File: config.mk
export PLATFORM = sky130hd
export DESIGN_NAME = uart_image_loader
export DESIGN_NICKNAME = d
export VERILOG_FILES = /design/src/rtl/uart_image_loader.sv
export SDC_FILE = /design/constraint.sdc
export NUM_CORES = 1
export LEC_CHECK = 0
export ABC_AREA = 1
export CAP_MARGIN = 20
export CORE_UTILIZATION = 49
export DETAILED_ROUTE_END_ITERATION = 6
export HOLD_SLACK_MARGIN = 0.06
export PLACE_DENSITY = 0.69
export SKIP_LAST_GASP = 1
export SLEW_MARGIN = 20
export SYNTH_ARGS = -nofsm -noshare
export SYNTH_HDL_FRONTEND = slang
export SYNTH_SLANG_ARGS = --single-unit
File: constraint.sdc
create_clock -name clk -period 3.4 [get_ports clk]
set_input_delay 0.34 -clock clk [delete_from_list [all_inputs] [get_ports clk]]
set_output_delay 0.34 -clock clk [all_outputs]
set_load 0.1 [all_outputs]
File: src/rtl/uart_image_loader.sv
// Assembles one SYNC-framed image from the receiver byte stream into pixel memory.
// The trailing checksum is verified, and img_valid is then held until img_ack.
module uart_image_loader #(
  parameter int unsigned NPIX      = 784,
  parameter int unsigned ADDR_W    = 10,
  parameter logic [7:0]  SYNC      = 8'hA5,
  parameter int unsigned TO_CYCLES = 5_000_000
) (
  input  logic              clk,
  input  logic              rst,
  input  logic [7:0]        rxdata,
  input  logic              rxdata_rdy,
  input  logic              img_ack,
  output logic              mem_we,
  output logic [ADDR_W-1:0] mem_addr,
  output logic [7:0]        mem_wdata,
  output logic              img_valid,
  output logic              pkt_err,
  output logic              busy
);

  localparam int unsigned TO_W = $clog2(TO_CYCLES) + 1;

  typedef enum logic [1:0] {HUNT, PIXELS, CHECK, DONE} state_t;

  state_t            state_q, state_d;
  logic [ADDR_W-1:0] idx_q, idx_d;
  logic [7:0]        sum_q, sum_d;
  logic [TO_W-1:0]   to_cnt_q, to_cnt_d;
  logic              sync1, sync2, sync3;
  logic [7:0]        byte_q;
  logic              byte_stb;
  logic              mem_we_d, pkt_err_d;
  logic [ADDR_W-1:0] mem_addr_d;
  logic [7:0]        mem_wdata_d;
  logic              timeout;

  // rxdata_rdy crosses from the baud domain; byte_q is captured on the edge that raises byte_stb
  always_ff @(posedge clk) begin
    if (!rst) begin
      sync1  <= 1'b0;
      sync2  <= 1'b0;
      sync3  <= 1'b0;
      byte_q <= 8'h00;
    end else begin
      sync1 <= rxdata_rdy;
      sync2 <= sync1;
      sync3 <= sync2;
      if (sync1 && !sync2) byte_q <= rxdata;
    end
  end

  assign byte_stb = sync2 & ~sync3;
  assign timeout  = (to_cnt_q == TO_W'(TO_CYCLES - 1));

  // State and datapath registers
  always_ff @(posedge clk) begin
    if (!rst) begin
      state_q   <= HUNT;
      idx_q     <= '0;
      sum_q     <= 8'h00;
      to_cnt_q  <= '0;
      mem_we    <= 1'b0;
      mem_addr  <= '0;
      mem_wdata <= 8'h00;
      img_valid <= 1'b0;
      pkt_err   <= 1'b0;
      busy      <= 1'b0;
    end else begin
      state_q   <= state_d;
      idx_q     <= idx_d;
      sum_q     <= sum_d;
      to_cnt_q  <= to_cnt_d;
      mem_we    <= mem_we_d;
      mem_addr  <= mem_addr_d;
      mem_wdata <= mem_wdata_d;
      img_valid <= (state_d == DONE);
      pkt_err   <= pkt_err_d;
      busy      <= (state_q == PIXELS) || (state_q == CHECK);
    end
  end

  // Next-state and output decode; a byte strobe always wins over a same-cycle timeout
  always_comb begin
    state_d     = state_q;
    idx_d       = idx_q;
    sum_d       = sum_q;
    to_cnt_d    = to_cnt_q;
    mem_we_d    = 1'b0;
    mem_addr_d  = mem_addr;
    mem_wdata_d = mem_wdata;
    pkt_err_d   = 1'b0;
    case (state_q)
      HUNT: begin
        if (byte_stb && (byte_q == SYNC)) begin
          state_d  = PIXELS;
          idx_d    = '0;
          sum_d    = 8'h00;
          to_cnt_d = '0;
        end
      end
      PIXELS: begin
        if (byte_stb) begin
          mem_we_d    = 1'b1;
          mem_addr_d  = idx_q;
          mem_wdata_d = byte_q;
          sum_d       = sum_q + byte_q;
          idx_d       = idx_q + ADDR_W'(1);
          to_cnt_d    = '0;
          if (idx_q == ADDR_W'(NPIX - 1)) state_d = CHECK;
        end else if (timeout) begin
          pkt_err_d = 1'b1;
          to_cnt_d  = '0;
          state_d   = HUNT;
        end else begin
          to_cnt_d = to_cnt_q + TO_W'(1);
        end
      end
      CHECK: begin
        if (byte_stb) begin
          to_cnt_d = '0;
          if (byte_q == sum_q) begin
            state_d = DONE;
          end else begin
            pkt_err_d = 1'b1;
            state_d   = HUNT;
          end
        end else if (timeout) begin
          pkt_err_d = 1'b1;
          to_cnt_d  = '0;
          state_d   = HUNT;
        end else begin
          to_cnt_d = to_cnt_q + TO_W'(1);
        end
      end
      DONE: begin
        if (img_ack) state_d = HUNT;
      end
      default: state_d = HUNT;
    endcase
  end

endmodule

# Word level (Yosys, flattened, before mapping)
# Index checks and enable logic that the tools add are counted.
classes:
  n_reduce_logical: 12
  eq_ne: 10
  order_cmp: 0
  n_div: 0
  shifts: 0
  muxes: 24
  multipliers: 0
  add_sub_neg: 3
  n_bitwise: 2
op_table:
  columns: ["op", "count"]
  rows:
  - ["two-way mux 24 bit", 3]
  - ["one-hot mux 24 bit (2 select lines)", 1]
  - ["adder 24 x 1 -> 24 bit (second input constant)", 1]
  - ["== test 24 x 23 -> 1 bit (second input constant)", 1]
  - ["two-way mux 10 bit", 2]
  - ["one-hot mux 10 bit (2 select lines)", 1]
  - ["two-way mux 8 bit", 2]
  - ["one-hot mux 8 bit (2 select lines)", 1]
  - ["two-way mux 2 bit", 7]
  - ["adder 10 x 1 -> 10 bit (second input constant)", 1]
  - ["== test 10 bit (second input constant)", 1]
  - ["adder 8 bit", 1]
  - ["== test 8 bit", 1]
  - ["== test 8 bit (second input constant)", 1]
  - ["one-hot mux 2 bit (4 select lines)", 1]
  - ["== test 2 bit (second input constant)", 3]
  - ["AND reduction 2 bit", 3]
  - ["two-way mux 1 bit", 5]
  - ["!= test 2 bit (second input constant)", 2]
  - ["nonzero test 2 bit", 2]
  - ["AND reduction 3 bit", 1]
  - ["== test 2 x 1 -> 1 bit (second input constant)", 1]
  - ["logical AND 1 bit", 2]
  - ["zero test 2 bit", 1]
  - ["6 further kinds", 6]
word_totals:
  ram_bits: 0
  inputBits: 12
  latch_bits: 0
  romBits: 0
  memories: 0
  reg_bits: 77

# Longest topological paths before layout
depth:
  depth_word: 6
  mapped_depth: 14
  mapped_depth_nobuf: 14

# Least setup slack after synthesis
# OpenSTA, ideal clock, no wires.
synth_timing:
  path_type: "flip-flop to flip-flop"
  startpoint: "reg byte_q[0]"
  endpoint: "reg sum_q[6]"
  arrival_time_ps: 1568
  t_required_ps: 3330
  setup_slack_ps: 1761
  period_less_slack_ps: 1639
  stages_incl_launch_ff: 12
  cell_sequence: "dfxtp_1 ha_1 fa_1 nand3_1 nand3_1 nand2_1 nand2_1 nand2_1 nand2_1 a21oi_1 o21ai_0 a21oi_1"
synth_between:
  elab_chain_cells: 4
synth_lines:
  columns: ["item", "line", "source"]
  rows:
  - ["start, declared", "31", "logic [7:0] byte_q;"]
  - ["start signal, assigned", "49", "if (sync1 && !sync2) byte_q <= rxdata;"]
  - ["parallel branches: the longest is 4 deep, another holds adder 8 bit", null, null]
  - ["end signal, assigned", "72", "sum_q <= sum_d;"]
  - ["end, declared", "28", "logic [7:0] sum_q, sum_d;"]
# Parallel ways; which one is timed is not known. The select of a mux whose other input is x is not followed.
# A chain may end at the register's enable or synchronous reset.

# Worst setup path after layout
layout_timing:
  startpoint: "reg state_q[0]"
  endpoint: "reg idx_q[3]"
layout_between:
  elab_chain_cells: 3
layout_lines:
  columns: ["item", "line", "source"]
  rows:
  - ["start, declared", "26", "state_t state_q, state_d;"]
  - ["start signal, assigned", "70", "state_q <= state_d;"]
  - ["== test 2 x 1 -> 1 bit or zero test 2 bit (tied branches)", "93", "case (state_q)"]
  - ["!= test 2 bit (no source line) or nonzero test 2 bit (tied branches)", null, null]
  - ["AND reduction 3 bit (no source line)", null, null]
  - ["end signal, assigned", "71", "idx_q <= idx_d;"]
  - ["end, declared", "27", "logic [ADDR_W-1:0] idx_q, idx_d;"]
# Parallel ways exist; a longest one is shown, timed or not.

==> flow_summary.json <==
{
  "status": "finished with violations",
  "violations": "DRC",
  "max_slew_margin_pct": 33.7,
  "synth_nets": 630,
  "drive_gt1_share_pct": 7.82,
  "finalMaxSlewViolations": 0,
  "ant_nets": 0,
  "dpl_cell_area_sq_mm": 0.00452,
  "antenna_found_initial": 0,
  "remaining_drc_errors": 2,
  "max_cap_viol_count": 0,
  "cp_num_buf_inv": 1,
  "clock_skew_ns": 0.00866,
  "synth_seq_cells": 77,
  "grt_start_max_net_pins": 31,
  "fin_util_pct": 57.5,
  "place.gp.congestion": 0.882,
  "syn-cell-area_sq_mm": 0.00413,
  "die_area_sq_mm": 0.00880,
  "cp_max_fo": 21,
  "pwr_density_cell_mw_per_mm2": 352,
  "ctsResizeCount": 0,
  "period_needed_ns": 2.33,
  "fill_cells": 784,
  "grt_first_pass_wirelength_um": 17100,
  "cts_hold_buf": 0,
  "p_leak_uw": 0.00190,
  "fin_setup_tns_ns": 0,
  "cts_buffers": 9,
  "antenna_cells": 0,
  "r2r-end": "idx_q[3]",
  "die_height_um": 93.8,
  "num_vias": 3964,
  "initial_core_util_pct": 50.5,
  "core-area_sq_mm": 0.00818,
  "hold_viol_final": 0,
  "drtPass1Iterations": 6,
  "max_freq_ghz": 0.429,
  "worst_ep_arrival_time_ns": 2.57,
  "finalSetupViolCount": 0,
  "crit_family": "simple AND/OR/NAND/NOR gates",
  "cts_setup_buffers": 0,
  "r2r_slack_ns": 1.07,
  "worstMarginPinSlew_ns": 0.991,
  "io_pins": 34,
  "peakVddDrop_mv": 0.247,
  "yosysSeqAreaShare_pct": 37.3,
  "r2r_start": "state_q[0]",
  "crit_cells": 7,
  "start_kind": "flop",
  "netlist_instances": 604,
  "root_buffer": "clkbuf_8",
  "crit_slowest_cell": "nand2_1",
  "crit_required_ns": 3.64,
  "rows": 33,
  "cp-startpoint": "state_q[0]",
  "fin_area_sq_mm": 0.00470,
  "endpoint": "idx_q[3]",
  "wl_per_cell_um": 13.6,
  "hpwl_um": 7520,
  "worst-r2r-cell-count": 7,
  "clock-sinks": 77,
  "grt_setup_unrepaired": "false",
  "viasPerCell": 5.33,
  "synth.avg_cell_area_sq_um": 6.84,
  "gr-usage-all-layers_pct": 24.7,
  "hp-class": "flop to flop",
  "htree_levels": 3,
  "clockBufferDepth": 2,
  "fin_crit_sh_pct": 68.6,
  "portBuffers": 33,
  "drt_iter0_markers": 157,
  "grt_pass1_vias": 3814,
  "layout_setup_ws_ns": 1.07,
  "hp-start": "sync2",
  "cts_tree": "yes",
  "clkLatencyLatePin_ns": 0.36,
  "critical_path.endpoint_type": "flop",
  "post-place-ws_ns": 1.12,
  "synthDistinctLibCells": 37,
  "die_w_um": 93.8,
  "slowest_delay_ns": 0.44,
  "crit_type": "flop to flop",
  "ys_warn_count": 0,
  "clk_pin_slew_ns": 0.08,
  "routed_wl_um": 10100,
  "nets": 660,
  "overflow": 0,
  "path_cells": "ha_1 > inv_1 > a21oi_1 > nand2_1 > nor3_1 > xnor2_1 > nor2_1",
  "areaGrowthSynthToFinish_pct": 13.9
}
[cells by family (layout without fill, tap and decap cells)]
kind of cell / after synthesis / count (layout) / share of synthesized area [%]
adders and majority gates: 14 / 14 / 4.42
DFF: 77 / 77 / 37.3
xor gates and xnor gates: 11 / 11 / 2.33
and+or+nand+nor: 319 / 319 / 35.0
buffers and inverters: 86 / 121 / 8.54
AOI/OAI and AO/OA: 97 / 97 / 12.4
[cells in the final DEF (no fill, tap or decap), types with 2 or more instances in the layout]
cell,instances
nand2_1,128
nor2_1,86
dfxtp_1,77
inv_1,63
a21oi_1,47
nand3_1,44
o21ai_0,39
clkdlybuf4s50_1,33
nand4_1,17
ha_1,13
nor2_2,11
clkbuf_8,10
nor3_1,9
xor2_1,9
nand2_2,6
inv_2,4
nor3b_1,4
nand3_2,3
nand2_4,3
nand3b_1,3
buf_4,3
clkinv_1,2
a22oi_1,2
o21ai_1,2
xnor2_1,2
a21o_1,2
clkinvlp_4,2
inv_6,2
[where the power goes]
part | total (uW) | internal (uW) | switching (uW)
sequential | 917 | 909 | 8.05
combinational | 82.2 | 31.4 | 50.8
clock | 656 | 290 | 366
total | 1650 | 1230 | 425
[cell usage after synthesis]
| cell type | n | area share, % |
|---|---|---|
| inv_1 | 63 | 5.7 |
| nand2_4 | 3 | 0.82 |
| a21oi_1 | 47 | 5.7 |
| and2_1 | 1 | 0.15 |
| nor3b_2 | 1 | 0.30 |
| a22oi_1 | 2 | 0.36 |
| nor4_1 | 1 | 0.15 |
| o21a_1 | 1 | 0.18 |
| a21boi_2 | 1 | 0.27 |
| nor3_1 | 9 | 1.1 |
| fa_1 | 1 | 0.48 |
| dfxtp_1 | 77 | 37 |
| o211a_1 | 1 | 0.24 |
| nand3_1 | 44 | 5.3 |
| a31oi_1 | 1 | 0.15 |
| xnor2_1 | 2 | 0.42 |
| buf_8 | 2 | 0.73 |
| a21o_1 | 2 | 0.36 |
| nand2_2 | 6 | 0.91 |
| nand3b_1 | 3 | 0.55 |
| buf_2 | 6 | 0.73 |
| nor2_4 | 1 | 0.27 |
| clkbuf_1 | 9 | 0.82 |
| inv_2 | 4 | 0.36 |
| nor3_2 | 1 | 0.24 |
| ha_1 | 13 | 3.9 |
| xor2_1 | 9 | 1.9 |
| nand2_1 | 128 | 12 |
| nor3b_1 | 4 | 0.73 |
| nand3_2 | 3 | 0.73 |
| nand4_1 | 17 | 2.6 |
| o21bai_1 | 1 | 0.18 |
| clkinv_1 | 2 | 0.18 |
| o21ai_1 | 2 | 0.24 |
| nor2_1 | 86 | 7.8 |
| o21ai_0 | 39 | 4.7 |
| nor2_2 | 11 | 1.7 |
[stage by stage]
step	instances	power, uW	hold WS (ns)
floorplan	604	988	0.414
global placement	728	1020	0.426
detailed placement	728	1020	0.445
CTS	744	1670	0.453
global route	744	1720	0.479
finish	744	1650	0.457
[registers in the layout, summed over array words and instances (netlist names)]
register,count
byte_q,8
img_valid,1
sync2,1
sum_q,8
sync1,1
mem_wdata,8
pkt_err,1
mem_addr,10
idx_q,10
busy,1
state_q,2
mem_we,1
sync3,1
to_cnt_q,24
[final cells by class]
type | instances | area, sq um | share of cell area (%)
Tap cell | 105 | 131 | 2.79
Clock buffer | 10 | 138 | 2.93
Clock inverter | 6 | 46.3 | 0.984
Inverter | 69 | 259 | 5.51
Timing Repair Buffer | 36 | 353 | 7.50
Multi-Input combinational cell | 441 | 2240 | 47.5
Sequential cell | 77 | 1540 | 32.8
[worst min-delay path by stage]
stage / cells past startpoint / to / slack, ns
2_1_floorplan: 2 / sync2 / 0.41
3_3_place_gp: 2 / sync2 / 0.43
3_5_place_dp: 2 / sync3 / 0.44
4_1_cts: 2 / sync3 / 0.45
5_1_grt: 2 / sync3 / 0.48
6_report: 2 / sync3 / 0.46
[worst min-delay path: stages (launching register included)]
cell	delay [ns]
dfxtp_1	0.34
nand2_1	0.06
inv_1	0.03
[per-layer routing]
metal | track usage (%) | share of wire, % | routed length (um)
met1 | 29.1 | 45 | 4520
met2 | 42.9 | 49 | 4980
met3 | 5.74 | 3.9 | 396
met4 | 9.62 | 2.4 | 248
met5 | 0 | 0 | 0
(Power assumes the default switching activity.)
